### src/rtl/cpu_pkg.sv
// Shared definitions for the 8-bit RISC CPU: widths, opcodes and fetch FSM states.
package cpu_pkg;

   localparam int unsigned ADDR_W = 5;
   localparam int unsigned DATA_W = 8;

   localparam logic [2:0] OP_HLT = 3'b000;
   localparam logic [2:0] OP_SKZ = 3'b001;
   localparam logic [2:0] OP_ADD = 3'b010;
   localparam logic [2:0] OP_AND = 3'b011;
   localparam logic [2:0] OP_XOR = 3'b100;
   localparam logic [2:0] OP_LDA = 3'b101;
   localparam logic [2:0] OP_STO = 3'b110;
   localparam logic [2:0] OP_JMP = 3'b111;

   typedef enum logic [2:0] {
      StIdle,
      StFetch,
      StLatch,
      StExec,
      StHalt
   } fetch_state_e;

endpackage

### src/rtl/fetch_pc.sv
// Program counter with sync clear, hold, +1, +2 and load; arithmetic wraps modulo 2^ADDR_W.
module fetch_pc #(
   parameter int unsigned ADDR_W = 5
) (
   input  logic              clock,
   input  logic              reset,
   input  logic              i_clear,
   input  logic              i_load,
   input  logic              i_inc2,
   input  logic              i_inc1,
   input  logic [ADDR_W-1:0] i_load_val,
   output logic [ADDR_W-1:0] o_pc
);

   logic [ADDR_W-1:0] r_pc;

   // PC register: clear beats load beats +2 beats +1; otherwise hold.
   always_ff @(posedge clock or posedge reset) begin
      if (reset) begin
         r_pc <= '0;
      end else if (i_clear) begin
         r_pc <= '0;
      end else if (i_load) begin
         r_pc <= i_load_val;
      end else if (i_inc2) begin
         r_pc <= r_pc + ADDR_W'(2);
      end else if (i_inc1) begin
         r_pc <= r_pc + ADDR_W'(1);
      end
   end

   assign o_pc = r_pc;

endmodule

### src/rtl/instr_fetch.sv
// Instruction fetch/sequencing stage: fetch FSM, instruction register, PC control and the
// memory port mux between the program-load path and the PC.
module instr_fetch #(
   parameter int unsigned ADDR_W = 5,
   parameter int unsigned DATA_W = 8
) (
   input  logic              clock,
   input  logic              reset,
   input  logic              load_in,
   input  logic              load_we,
   input  logic [ADDR_W-1:0] load_addr,
   input  logic [DATA_W-1:0] load_data,
   input  logic [DATA_W-1:0] mem_rdata,
   input  logic              acc_zero,
   output logic [ADDR_W-1:0] mem_addr,
   output logic              mem_rd,
   output logic              mem_we,
   output logic [DATA_W-1:0] mem_wdata,
   output logic [2:0]        opcode,
   output logic [ADDR_W-1:0] operand_addr,
   output logic              instr_valid,
   output logic              halted,
   output logic [ADDR_W-1:0] pc
);

   import cpu_pkg::*;

   fetch_state_e      r_state;
   fetch_state_e      w_state_next;
   logic [DATA_W-1:0] r_ir;
   logic [2:0]        w_ir_op;
   logic              w_load;
   logic              w_pc_clear;
   logic              w_pc_load;
   logic              w_pc_inc1;
   logic              w_pc_inc2;

   // Reset outranks the load path, so gate it to keep every output at its reset value.
   assign w_load  = load_in & ~reset;
   assign w_ir_op = r_ir[DATA_W-1 -: 3];

   fetch_pc #(
      .ADDR_W (ADDR_W)
   ) u_fetch_pc (
      .clock      (clock),
      .reset      (reset),
      .i_clear    (w_pc_clear),
      .i_load     (w_pc_load),
      .i_inc2     (w_pc_inc2),
      .i_inc1     (w_pc_inc1),
      .i_load_val (r_ir[ADDR_W-1:0]),
      .o_pc       (pc)
   );

   // State register.
   always_ff @(posedge clock or posedge reset) begin
      if (reset) begin
         r_state <= StIdle;
      end else begin
         r_state <= w_state_next;
      end
   end

   // Instruction register: captured in LATCH, discarded whenever load mode is active.
   always_ff @(posedge clock or posedge reset) begin
      if (reset) begin
         r_ir <= '0;
      end else if (load_in) begin
         r_ir <= '0;
      end else if (r_state == StLatch) begin
         r_ir <= mem_rdata;
      end
   end

   // Next state and PC control; load mode overrides everything, including the EXEC update.
   always_comb begin
      w_state_next = r_state;
      w_pc_clear   = 1'b0;
      w_pc_load    = 1'b0;
      w_pc_inc1    = 1'b0;
      w_pc_inc2    = 1'b0;
      if (load_in) begin
         w_state_next = StIdle;
         w_pc_clear   = 1'b1;
      end else begin
         unique case (r_state)
            StIdle: begin
               w_state_next = StFetch;
               w_pc_clear   = 1'b1;
            end
            StFetch: w_state_next = StLatch;
            StLatch: w_state_next = StExec;
            StExec: begin
               w_state_next = (w_ir_op == OP_HLT) ? StHalt : StFetch;
               if (w_ir_op == OP_JMP) begin
                  w_pc_load = 1'b1;
               end else if ((w_ir_op == OP_SKZ) && acc_zero) begin
                  w_pc_inc2 = 1'b1;
               end else begin
                  w_pc_inc1 = 1'b1;
               end
            end
            StHalt:  w_state_next = StHalt;
            default: w_state_next = StIdle;
         endcase
      end
   end

   assign mem_addr     = w_load ? load_addr : pc;
   assign mem_we       = w_load & load_we;
   assign mem_wdata    = w_load ? load_data : '0;
   assign mem_rd       = ~w_load & (r_state == StFetch);
   assign instr_valid  = (r_state == StExec);
   assign opcode       = instr_valid ? w_ir_op : OP_HLT;
   assign operand_addr = r_ir[ADDR_W-1:0];
   assign halted       = (r_state == StHalt);

endmodule

### config.mk
export PLATFORM = sky130hd
export DESIGN_NAME = instr_fetch
export DESIGN_NICKNAME = d
export VERILOG_FILES = /design/src/rtl/cpu_pkg.sv /design/src/rtl/fetch_pc.sv /design/src/rtl/instr_fetch.sv
export SDC_FILE = /design/constraint.sdc
export NUM_CORES = 1
export LEC_CHECK = 0
export CAP_MARGIN = 10
export CORE_MARGIN = 2
export CORE_UTILIZATION = 36
export DETAILED_ROUTE_END_ITERATION = 10
export PLACE_DENSITY = 0.76
export SLEW_MARGIN = 20
export SYNTH_ARGS = -nofsm -noshare
export SYNTH_HDL_FRONTEND = slang
export SYNTH_SLANG_ARGS = --single-unit
### constraint.sdc
create_clock -name clock -period 1.6 [get_ports clock]
set_clock_uncertainty 0.2 [all_clocks]
set_input_delay 0.32 -clock clock [delete_from_list [all_inputs] [get_ports clock]]
set_output_delay 0.32 -clock clock [all_outputs]
set_load 0.01 [all_outputs]
## Word level (Yosys, flattened, before mapping)

Cells that the tools add are included.

- $add $sub $neg: 2
- Eq/ne operators: 6
- Muxes and demuxes: 25
- Bitwise gates (word level): 5
- Reductions and logical operators: 5

Operators by type and width:

| kind | count |
|---|---|
| 2-to-1 mux 5 bit | 5 |
| 2-to-1 mux 8 bit | 3 |
| one-hot mux 3 bit (5 select lines) | 1 |
| 2-to-1 mux 1 bit | 13 |
| 2-to-1 mux 3 bit | 3 |
| == test 3 x 1 -> 1 bit (second input constant) | 2 |
| == test 3 x 2 -> 1 bit (second input constant) | 2 |
| == test 3 bit (second input constant) | 2 |
| logical NOT 3 bit | 2 |
| adder 5 x 1 -> 5 bit (second input constant) | 1 |
| adder 5 x 2 -> 5 bit (second input constant) | 1 |
| nonzero test 4 bit | 1 |
| bitwise AND 1 bit | 3 |
| inverter 1 bit | 2 |
| nonzero test 2 bit | 1 |
| logical AND 1 bit | 1 |

- Register bits: 16
- Bits of input ports: 26
- Output and inout bits: 30
- Word-level logic and storage cells: 46

## Longest topological paths before layout

- Depth in word-level cells: 10
- Depth in mapped cells: 6
- Mapped depth without buffers: 5

## By module

From an unflattened synthesis, not the netlist that was laid out.

- Cells, all modules: 130
- Area, all modules: 1,239.9 µm²

Modules (own cells, without submodules):

| module | instances | cells each | area each (µm²) | seq. area each (µm²) |
|---|---|---|---|---|
| instr_fetch | 1 | 88 | 867.1 | 275.3 |
| fetch_pc | 1 | 42 | 372.9 | 125.1 |

## Worst setup path after synthesis

OpenSTA, ideal clock, no wires.

- Path type: reg2reg
- Start: register r_state[2]
- End: register u_fetch_pc.r_pc[4] (netlist: u_fetch_pc.o_pc[4])
- Setup time: 0.069 ns
- Arrival time: 1.439 ns
- Data required time: 1.331 ns
- Path slack: -0.108 ns
- Stages on the path, launching flop included: 7
- Path buffers: 2
- Clock period less this slack: 1.708 ns
- Path through: dfrtp_1 buf_6 and4bb_1 buf_6 a21oi_2 or4_1 nand3_1

- Cells in the longest elaborated chain, start to end: 6
- Elaborated cells on any way between the ends: 14
- Classes of those cells: eq/ne (1); mux (11); reduce/logical (2)

RTL lines:

| item | RTL line | RTL |
|---|---|---|
| start: declaration | instr_fetch.sv:28 | `fetch_state_e r_state;` |
| start signal: assignment | instr_fetch.sv:58 | `r_state <= StIdle;` |
| start signal: assignment | instr_fetch.sv:60 | `r_state <= w_state_next;` |
| == test 3 x 2 -> 1 bit | instr_fetch.sv:86 | `unique case (r_state)` |
| 2-to-1 mux 1 bit | instr_fetch.sv:86 |  |
| 2-to-1 mux 1 bit | instr_fetch.sv:82 | `if (load_in) begin` |
| 2-to-1 mux 5 bit | fetch_pc.sv:25 | `end else if (i_inc2) begin` |
| 2-to-1 mux 5 bit | fetch_pc.sv:23 | `end else if (i_load) begin` |
| 2-to-1 mux 5 bit | fetch_pc.sv:21 | `end else if (i_clear) begin` |
| end signal: assignment | fetch_pc.sv:24 | `r_pc <= i_load_val;` |
| end signal: assignment | fetch_pc.sv:26 | `r_pc <= r_pc + ADDR_W'(2);` |
| end signal: assignment | fetch_pc.sv:28 | `r_pc <= r_pc + ADDR_W'(1);` |
| end: declaration | fetch_pc.sv:15 | `logic [ADDR_W-1:0] r_pc;` |

Several ways; a longest one is shown, not always the timed one.
A chain may end at the register's enable or synchronous reset.

## Worst setup path after layout

- Start: register r_state[2]
- End: output port opcode[2]

- Cells in the longest elaborated chain, start to end: 2

RTL lines:

| item | RTL line | RTL |
|---|---|---|
| == test 3 x 2 -> 1 bit | instr_fetch.sv:113 | `assign instr_valid = (r_state == StExec);` |
| 2-to-1 mux 3 bit | instr_fetch.sv:114 | `assign opcode = instr_valid ? w_ir_op : OP_HLT;` |
| end: declaration | instr_fetch.sv:19 | `output logic [2:0] opcode,` |

No other way between the ends.

==> metrics.md <==
| Metric | Value |
|---|---|
| CTS root buffer | clkbuf_4 |
| Antenna Nets Post-Route | 0 |
| Yosys top cell by area | dfrtp_1 |
| Top cells by count, synth | 16 x dfrtp_1, 12 x and2_1, 11 x nor2_1 |
| CP required | 1080 ps |
| Routed WL per cell | 17.4 um |
| Ant diodes | 0 |
| Worst rel slew slack | 0.749 |
| Status | finished with violations |
| CP Max Fanout | 4 |
| DR iter-0 viols | 51 |
| Area Growth Syn to Fin | 97.7% |
| Latest clock arrival within the worst-skew pair | 310 ps |
| Clk sinks | 16 |
| Port Buffers | 55 |
| Ys flop type | dfrtp_1 |
| Crit. End Element | output port |
| Final #Nets | 241 |
| Vias | 1344 |
| Fin. Hold Viols | 0 |
| DIE AREA | 3530 um^2 |
| Initial antenna violation count | 0 |
| Core area | 2980 um^2 |
| Power Total | 1.27 mW |
| Post-route clock period utilization | 1.17 |
| Sequential area share after synthesis | 0.362 |
| LEAKAGE | 1.04 nW |
| Post-synth EDFFs | 0 |
| DR vias/cell | 5.49 |
| Number of fillers in the final layout | 235 |
| Post-Syn Area | 1110 um^2 |
| Worst-path clk slew | 100 ps |
| Tot GR Track Use | 0.249 |
| Grt total ovfl | 0 |
| Power density over the cells | 581 nW/um^2 |
| CTS tree | done |
| IO Count | 56 |
| Setup CP Type | reg2out |
| DRC | 0 |
| Failing checks | setup timing |
| Initial Util | 0.371 |
| Synthesized net count | 146 |
| First-pass GRT wire length | 6510 um |
| Worst Setup Start Kind | flop |
| Cell mode on critical path | buf_6 |
| Post-synth ARST share | 1.00 |
| Pins Over Slew Limit | 0 |
| Netlist cell types | 35 |
| Floorplan row count | 20 |
| Yosys warns | 0 |
| Max Cap Viol | 0 |
| Post-synth top area share | 0.362 |
| # H-tree levels | 1 |
| GPL Wtd Cong | 0.770 |
| Instance count of the mapped netlist | 118 |
| Maximum vdd drop | 0.000475 V |
| Syn_area_per_cell | 9.37 um^2 |
| Die width | 59.4 um |
| HPWL Detailed | 2610 um |
| TritonCTS Buffers | 3 |
| Critical path's slowest cell | dfrtp_1 |
| Largest net degree at the start of global routing | 17 |
| Number of global-route vias before repair | 1403 |
| Fmax | 533 MHz |
| Die Ht | 59.4 um |
| PnR worst setup slack | -276 ps |
| Layout cells sized above 1 | 0.524 |
| Top-count cell post-synth | dfrtp_1 |
| Synth area leaders | dfrtp_1 36%, mux2i_1 8.1%, and2_1 6.8%, mux2_2 5.1%, buf_4 4.1% |
| Pre-Repair DR Iteration Count | 4 |
| Slew @ Worst Pin | 373 ps |
| Worst stage delay on the critical path | 420 ps |
| #FFs+latches synth | 16 |
| Crit-path cells | and3b_2, buf_6, and2_4, buf_6 |
| RSZ-0062 raised after global routing | true |
| Final setup violation count | 23 |
| Total Wirelength | 4260 um |
| Max Root-Sink Buffers | 2 |
| Fin Setup TNS | -3930 ps |
| Worst Hold Class | in2reg |
| Minimum clock period | 1880 ps |
| CP arrival | 1360 ps |
## cell families after synthesis
family | share of synthesized area
DFF | 0.362
buffers and inverters | 0.0939
muxes | 0.132
AOI/OAI and AO/OA | 0.0939
xor gates and xnor gates | 0.0158
and+or+nand+nor | 0.279
adders and majority gates | 0.0226
## area by class of cell
type | count | area, um^2 | share of cell area
Inverter | 3 | 11.3 | 0.00515
Tap cell | 33 | 41.3 | 0.0189
Sequential cell | 16 | 403 | 0.184
Multi-Input combinational cell | 85 | 793 | 0.363
Timing Repair Buffer | 104 | 902 | 0.412
Clock buffer | 4 | 36.3 | 0.0166
## power by group
group	internal, mW	switching (mW)
clock	0.139	0.147
combinational	0.308	0.219
sequential	0.431	0.0256
## state kept, by name, summed over array words and instances, names as in the netlist
name	flops
r_state	3
r_ir	8
u_fetch_pc.o_pc	5
## metal layers
| layer | vias up | GRT usage | wire length, um |
|---|---|---|---|
| met5 | - | 0 | 0 |
| li1 | 601 | - | - |
| met2 | 82 | 0.466 | 2190 |
| met3 | 23 | 0.0459 | 395 |
| met4 | 0 | 0.120 | 165 |
| met1 | 638 | 0.264 | 1510 |
## metrics by stage
step / cell area [um^2] / instances / setup WS, ps / hold slack (ps) / utilization
after floorplan: 1110 / 118 / -108 / 33.7 / -
after global placement: 1820 / 221 / -879 / 329 / 0.612
after detailed placement: 1820 / 221 / -911 / 342 / 0.612
after CTS: 2080 / 242 / -248 / 179 / 0.697
after global routing: 2190 / 245 / -324 / 205 / 0.734
final: 2190 / 245 / -276 / 189 / 0.734
## worst paths after layout
kind | startpoint | to | slack [ps] | cells after the start
max | r_state[2]$_DFF_PP0_ | opcode[2] | -280 | 4
min in group asynchronous | reset | u_fetch_pc.o_pc[0]$_DFFE_PP0P_ | 370 | 4
max in group asynchronous | reset | u_fetch_pc.o_pc[1]$_DFFE_PP0P_ | 620 | 4
min | load_in | r_ir[7]$_DFFE_PP0P_ | 190 | 3
max reg2reg | r_state[1]$_DFF_PP0_ | u_fetch_pc.o_pc[3]$_DFFE_PP0P_ | -270 | 6
min reg2reg | r_ir[1]$_DFFE_PP0P_ | r_ir[1]$_DFFE_PP0P_ | 360 | 2
## timing repair
action,CTS,global route
gates resized for setup,149,29
cloned,1,0
endpoints found under the hold margin,16,0
setup endpoints to repair,43,30
buffers inserted,16,4
hold buffers,1,0
pin swaps,10,2
## critical path, delay by kind of cell, from the launching register on
kind          cells  cell delay, ps
simple gates      2             430
flops             1             420
buf+inv           2             200
## placed cells by master, fill, tap and decap left out, types with 2 or more instances in the layout
cell             instances
buf_4                   35
buf_6                   24
clkdlybuf4s50_1         23
buf_2                   14
dfrtp_1                 14
nor2_1                  10
mux2i_1                  9
and2_1                   7
nand3_1                  5
nand2_1                  5
and2_4                   5
mux2_4                   5
dlygate4sd2_1            5
inv_1                    3
clkbuf_4                 3
nor3b_4                  2
and4bb_4                 2
o2111ai_1                2
nor3_4                   2
a22oi_2                  2
a211oi_1                 2
nor3_1                   2
o21ai_1                  2
a21oi_1                  2
ha_4                     2
dfrtp_2                  2
Power figures use the tool's default switching activity.
